**src/rtl/ps2_pkg.sv**
```systemverilog
// Shared types and constants for the PS/2 mouse packet decoder.
// Holds the FSM states, status-byte bit positions and default geometry.
package ps2_pkg;

  typedef enum logic [1:0] {
    S_B0,
    S_B1,
    S_B2
  } state_t;

  localparam int SYNC_BIT  = 3;
  localparam int XSIGN_BIT = 4;
  localparam int YSIGN_BIT = 5;
  localparam int XOVF_BIT  = 6;
  localparam int YOVF_BIT  = 7;

  localparam int DEF_H_RES   = 640;
  localparam int DEF_V_RES   = 480;
  localparam int DEF_TIMEOUT = 100000;

  // Overflowed axes pin to the extreme of their sign.
  function automatic logic signed [8:0] sat_delta(
    input logic       sgn,
    input logic       ovf,
    input logic [7:0] mag
  );
    logic signed [8:0] d;
    d = '0;
    unique case (1'b1)
      ovf && sgn:  d = 9'h100;
      ovf && !sgn: d = 9'h0ff;
      !ovf:        d = {sgn, mag};
      default:     d = '0;
    endcase
    return d;
  endfunction

endpackage

```
**src/rtl/ps2_cursor_accum.sv**
```systemverilog
// Clamped cursor accumulator: adds dx, subtracts dy (PS/2 +Y is up).
// Intermediates are wide enough that no sum can wrap.
module ps2_cursor_accum
  import ps2_pkg::*;
#(
  parameter int H_RES = DEF_H_RES,
  parameter int V_RES = DEF_V_RES
) (
  input  logic                       clk,
  input  logic                       reset_n,
  input  logic                       load,
  input  logic signed [8:0]          dx,
  input  logic signed [8:0]          dy,
  output logic [$clog2(H_RES)-1:0]   cursor_x,
  output logic [$clog2(V_RES)-1:0]   cursor_y
);

  localparam int XW = $clog2(H_RES);
  localparam int YW = $clog2(V_RES);
  localparam int CW = (XW > YW) ? XW : YW;
  localparam int AW = ((CW > 9) ? CW : 9) + 2;

  localparam logic signed [AW-1:0] XMAX = AW'(H_RES - 1);
  localparam logic signed [AW-1:0] YMAX = AW'(V_RES - 1);

  logic signed [AW-1:0] sx;
  logic signed [AW-1:0] sy;
  logic [XW-1:0]        nx;
  logic [YW-1:0]        ny;

  always_comb begin
    sx = $signed({{(AW-XW){1'b0}}, cursor_x})
       + $signed({{(AW-9){dx[8]}}, dx});
    sy = $signed({{(AW-YW){1'b0}}, cursor_y})
       - $signed({{(AW-9){dy[8]}}, dy});
    nx = sx[XW-1:0];
    ny = sy[YW-1:0];
    if (sx[AW-1])
      nx = '0;
    else if (sx > XMAX)
      nx = XW'(H_RES - 1);
    if (sy[AW-1])
      ny = '0;
    else if (sy > YMAX)
      ny = YW'(V_RES - 1);
  end

  always_ff @(posedge clk) begin
    if (!reset_n) begin
      cursor_x <= XW'(H_RES / 2);
      cursor_y <= YW'(V_RES / 2);
    end else if (load) begin
      cursor_x <= nx;
      cursor_y <= ny;
    end
  end

endmodule

```
**src/rtl/ps2_mouse_packet.sv**
```systemverilog
// Assembles 3-byte PS/2 mouse packets into deltas, buttons and a cursor.
// Define PS2_MOUSE_TIMEOUT_EN to drop packets stalled mid-way.
module ps2_mouse_packet
  import ps2_pkg::*;
#(
  parameter int H_RES          = DEF_H_RES,
  parameter int V_RES          = DEF_V_RES,
  parameter int TIMEOUT_CYCLES = DEF_TIMEOUT
) (
  input  logic                      clk,
  input  logic                      reset_n,
  input  logic [7:0]                in_data,
  input  logic                      in_valid,
  output logic signed [8:0]         dx,
  output logic signed [8:0]         dy,
  output logic [2:0]                buttons,
  output logic                      x_ovf,
  output logic                      y_ovf,
  output logic [$clog2(H_RES)-1:0]  cursor_x,
  output logic [$clog2(V_RES)-1:0]  cursor_y,
  output logic                      pkt_valid,
  output logic                      sync_err
);

  state_t state;
  state_t state_nxt;

  logic take_b0;
  logic take_x;
  logic take_y;
  logic discard;
  logic drop;
  logic tmo;

  logic       sx_r;
  logic       sy_r;
  logic       ox_r;
  logic       oy_r;
  logic [2:0] btn_r;
  logic [7:0] bx_r;

  logic signed [8:0] dx_new;
  logic signed [8:0] dy_new;

  always_comb begin
    state_nxt = state;
    take_b0   = 1'b0;
    take_x    = 1'b0;
    take_y    = 1'b0;
    discard   = 1'b0;
    drop      = 1'b0;
    unique case (state)
      S_B0: begin
        if (in_valid) begin
          if (in_data[SYNC_BIT]) begin
            take_b0   = 1'b1;
            state_nxt = S_B1;
          end else begin
            discard = 1'b1;
          end
        end
      end
      S_B1: begin
        if (in_valid) begin
          take_x    = 1'b1;
          state_nxt = S_B2;
        end else if (tmo) begin
          drop      = 1'b1;
          state_nxt = S_B0;
        end
      end
      S_B2: begin
        if (in_valid) begin
          take_y    = 1'b1;
          state_nxt = S_B0;
        end else if (tmo) begin
          drop      = 1'b1;
          state_nxt = S_B0;
        end
      end
      default: state_nxt = S_B0;
    endcase
  end

  always_ff @(posedge clk) begin
    if (!reset_n)
      state <= S_B0;
    else
      state <= state_nxt;
  end

`ifdef PS2_MOUSE_TIMEOUT_EN
  localparam int TW = $clog2(TIMEOUT_CYCLES + 1);
  logic [TW-1:0] tcnt;

  assign tmo = (state != S_B0) && (tcnt == TW'(TIMEOUT_CYCLES));

  always_ff @(posedge clk) begin
    if (!reset_n)
      tcnt <= '0;
    else if (in_valid || state == S_B0 || tmo)
      tcnt <= '0;
    else
      tcnt <= tcnt + 1'b1;
  end
`else
  logic unused_tmo;
  assign unused_tmo = (TIMEOUT_CYCLES > 0);
  assign tmo = 1'b0;
`endif

  // The Y byte is still on in_data when the packet completes.
  assign dx_new = sat_delta(sx_r, ox_r, bx_r);
  assign dy_new = sat_delta(sy_r, oy_r, in_data);

  always_ff @(posedge clk) begin
    if (!reset_n) begin
      sx_r      <= 1'b0;
      sy_r      <= 1'b0;
      ox_r      <= 1'b0;
      oy_r      <= 1'b0;
      btn_r     <= '0;
      bx_r      <= '0;
      dx        <= '0;
      dy        <= '0;
      buttons   <= '0;
      x_ovf     <= 1'b0;
      y_ovf     <= 1'b0;
      pkt_valid <= 1'b0;
      sync_err  <= 1'b0;
    end else begin
      pkt_valid <= take_y;
      sync_err  <= discard | drop;
      if (take_b0) begin
        sx_r  <= in_data[XSIGN_BIT];
        sy_r  <= in_data[YSIGN_BIT];
        ox_r  <= in_data[XOVF_BIT];
        oy_r  <= in_data[YOVF_BIT];
        btn_r <= in_data[2:0];
      end
      if (take_x)
        bx_r <= in_data;
      if (take_y) begin
        dx      <= dx_new;
        dy      <= dy_new;
        buttons <= btn_r;
        x_ovf   <= ox_r;
        y_ovf   <= oy_r;
      end
    end
  end

  ps2_cursor_accum #(
    .H_RES (H_RES),
    .V_RES (V_RES)
  ) u_accum (
    .clk      (clk),
    .reset_n  (reset_n),
    .load     (take_y),
    .dx       (dx_new),
    .dy       (dy_new),
    .cursor_x (cursor_x),
    .cursor_y (cursor_y)
  );

endmodule

```
**config.mk**
```make
export PLATFORM = sky130hd
export DESIGN_NAME = ps2_mouse_packet
export DESIGN_NICKNAME = d
export VERILOG_FILES = /design/src/rtl/ps2_pkg.sv /design/src/rtl/ps2_cursor_accum.sv /design/src/rtl/ps2_mouse_packet.sv
export SDC_FILE = /design/constraint.sdc
export NUM_CORES = 1
export LEC_CHECK = 0
export ABC_AREA = 1
export BUFFER_PORTS_ARGS = -buffer_cell sky130_fd_sc_hd__buf_2
export CAP_MARGIN = 20
export CORE_UTILIZATION = 55
export DETAILED_ROUTE_END_ITERATION = 10
export HOLD_SLACK_MARGIN = 0.03
export PLACE_DENSITY = 0.79
export SLEW_MARGIN = 20
export SYNTH_ARGS = -nofsm -noshare
export SYNTH_HDL_FRONTEND = slang
export SYNTH_SLANG_ARGS = --single-unit
```
**constraint.sdc**
```tcl
create_clock -name clk -period 3.67 [get_ports clk]
set_clock_uncertainty 0.15 [all_clocks]
set_input_delay 0.367 -clock clk [delete_from_list [all_inputs] [get_ports clk]]
set_output_delay 0.367 -clock clk [all_outputs]
set_load 0.02 [all_outputs]
```
==> impl_metrics.env <==
export IMPL_postCtsSetupBuffers=0
export IMPL_max_freq_ghz=0.315
export IMPL_final_max_slew_viol_count=0
export IMPL_start_kind="flop"
export IMPL_syn_cell_area_um2=3550
export IMPL_cts_tree="done"
export IMPL_maxCapViolations=0
export IMPL_antenna_found_initial=0
export IMPL_vdd_drop_max_uv=365
export IMPL_r2r_worst_path_cells=19
export IMPL_power_density_nw_per_um2=388
export IMPL_worstHoldPathType="primary input to flop"
export IMPL_grt_pass1_vias=3167
export IMPL_cts_reportedPaths_clkPinSlew_ns=0.08
export IMPL_tns_ns=0
export IMPL_wirelength_um=9100
export IMPL_cts_root_buf="clkbuf_8"
export IMPL_fill_cells=561
export IMPL_die_area_um2=6780
export IMPL_pin_count=55
export IMPL_critPathArrivalTime_ns=3.22
export IMPL_post_route_drc_count=0
export IMPL_min_period_ns=3.17
export IMPL_cts_resized=0
export IMPL_critPathKind="flop to flop"
export IMPL_ctsHoldBuffers=0
export IMPL_cp_max_fo=8
export IMPL_holdPathStages=2
export IMPL_placed_area_um2=3870
export IMPL_start_util=0.585
export IMPL_clk_latency_ns=0.34
export IMPL_p_total_mw=1.57
export IMPL_grt_pass1_wl_um=14500
export IMPL_drive_above_1_share=0.190
export IMPL_num_vias=3477
export IMPL_nNetsFinal=609
export IMPL_power_leakage_nw=2.06
export IMPL_syn_avg_cell_area_um2=6.77
export IMPL_setup_viol=0
export IMPL_cp_required_ns=3.72
export IMPL_die_h_um=82.3
export IMPL_via_per_inst=5.31
export IMPL_finish_instance_area_um2=4050
export IMPL_overflow=0
export IMPL_rsz0062_at_grt="false"
export IMPL_grt_max_degree=40
export IMPL_cts_max_path_buffers=2
export IMPL_track_usage=0.287
export IMPL_drt_iter0_drc=183
export IMPL_worstMarginPinSlew_ns=0.977
export IMPL_detailed_place_hpwl_um=6640
export IMPL_slew_headroom=0.348
export IMPL_antenna_cells=0
export IMPL_synth_cells=524
export IMPL_drtAntennaViolNets=0
export IMPL_coreArea_um2=6060
export IMPL_hold_viol_final=0
export IMPL_dr_pass1_iters=5
export IMPL_wl_per_cell_um=13.9
export IMPL_dp_slack_ns=0.530
export IMPL_multi_input_area_um2=1970
export IMPL_cts_buffers=9
export IMPL_hold_slack_ns=0.0592
export IMPL_cp_end_kind="flop"
export IMPL_synth_nets=558
export IMPL_yosys_warnings=0
export IMPL_gp_congestion=0.954
export IMPL_htreeDepth=3
export IMPL_area_growth_pct=14.1
export IMPL_rows=28
export IMPL_portBuffers=54
export IMPL_ys_types=33
export IMPL_synth_seq_cells=61
export IMPL_clock_sinks=61
export IMPL_ys_seq_area_frac=0.344
export IMPL_die_w_um=82.3
export IMPL_area_sequential_um2=1220
export IMPL_status="finished, final reports clean"
export IMPL_timing_final_ws_setup_ns=0.497
export IMPL_finalCritPeriodShare=0.864
layer usage:
layer | part of all wire | vias up | wire length [µm] | global-route usage
li1 | - | 1770 | - | -
met4 | 0.021 | 0 | 187 | 0.125
met1 | 0.45 | 1582 | 4110 | 0.357
met3 | 0.050 | 16 | 456 | 0.0473
met2 | 0.48 | 109 | 4340 | 0.486
met5 | 0 | - | 0 | 0
where the power goes:
group / internal, mW / switching [mW] / total (mW)
clock network: 0.247 / 0.295 / 0.542
logic: 0.110 / 0.224 / 0.334
registers: 0.680 / 0.0146 / 0.695
area by class of cell:
class,count,area share
flip-flops and latches,61,0.302
clock buffers,9,0.0306
inverters,79,0.0736
repair buffers,56,0.0705
multi-input cells,368,0.488
clock inverters,7,0.0127
well taps,75,0.0232
cell usage after synthesis (all sizes together):
cell type    n  share of area
or2          1         0.0018
nor2        42          0.047
and2         1         0.0025
fa           2          0.011
ha          21          0.074
o31ai        1         0.0021
nor3         4         0.0071
nand4        5          0.011
clkbuf      15          0.016
buf          1         0.0014
o21ai       56          0.079
xnor2        6          0.015
nand3b       3         0.0063
inv         77          0.081
a21oi       56          0.090
xor2         2         0.0049
nor4         1         0.0018
dfxtp       61           0.34
a21o         1         0.0021
clkinv       2         0.0025
nand3       22          0.037
nand2      144           0.16
flip-flops by register name, indices dropped and copies added, names as in the netlist:
signal	count
sy_r	1
y_ovf	1
bx_r	8
dy	9
ox_r	1
u_accum.cursor_y	9
sx_r	1
u_accum.cursor_x	10
btn_r	3
state	2
x_ovf	1
pkt_valid	1
sync_err	1
buttons	3
oy_r	1
dx	9
final timing paths:
path | start | to | slack, ns
worst max-delay path | sx_r | u_accum.cursor_x[3] | 0.50
worst min-delay path | in_data[3] | sync_err | 0.06
worst max register to register | sx_r | u_accum.cursor_x[3] | 0.50
worst min register to register | bx_r[4] | bx_r[4] | 0.31
placed cells by master, fill, tap and decap left out, types with 2 or more instances in the layout:
master / n
nand3_1: 18
nor3_1: 3
clkbuf_8: 9
a21oi_1: 48
buf_4: 2
nand3_2: 4
o21ai_1: 9
clkinvlp_4: 2
clkinv_4: 2
xnor2_1: 6
nand3b_1: 3
ha_1: 21
xor2_1: 2
fa_1: 2
clkinv_2: 3
inv_2: 9
nand2_4: 3
nor2_2: 3
a21oi_2: 7
inv_1: 68
nand2_1: 134
nand4_1: 4
dfxtp_1: 61
nand2_2: 7
buf_2: 54
nor2_1: 39
o21ai_0: 47
logic make-up (layout without fill, tap and decap cells):
kind of cell / count (synthesis) / after routing / share of synthesized area
and+or+nand+nor: 223 / 223 / 0.277
xor gates and xnor gates: 8 / 8 / 0.0197
adders and majority gates: 23 / 23 / 0.0853
DFF: 61 / 61 / 0.344
AOI/OAI and AO/OA: 114 / 114 / 0.173
buffers and inverters: 95 / 151 / 0.101
critical path, cell delays in order, from the launching register on:
cell      delay [ns]
dfxtp_1         0.38
inv_1           0.15
nand2_1         0.15
o21ai_0         0.24
ha_1            0.34
inv_1           0.08
fa_1            0.39
nand3b_1        0.17
nand2_1         0.13
nand2_1         0.08
nand2_1         0.06
nand2_1         0.04
nand2_1         0.08
nand2_1         0.07
nand2_1         0.14
nand2_4         0.09
nand2_4         0.09
nand2_1         0.05
nand2_1         0.08
a21oi_2         0.05
stage by stage:
stage          utilization  std cells
2_1_floorplan            -        524
3_3_place_gp         0.639        639
3_5_place_dp         0.639        639
4_1_cts              0.668        655
5_1_grt              0.668        655
6_report             0.668        655
Power figures use the tool's default switching activity.
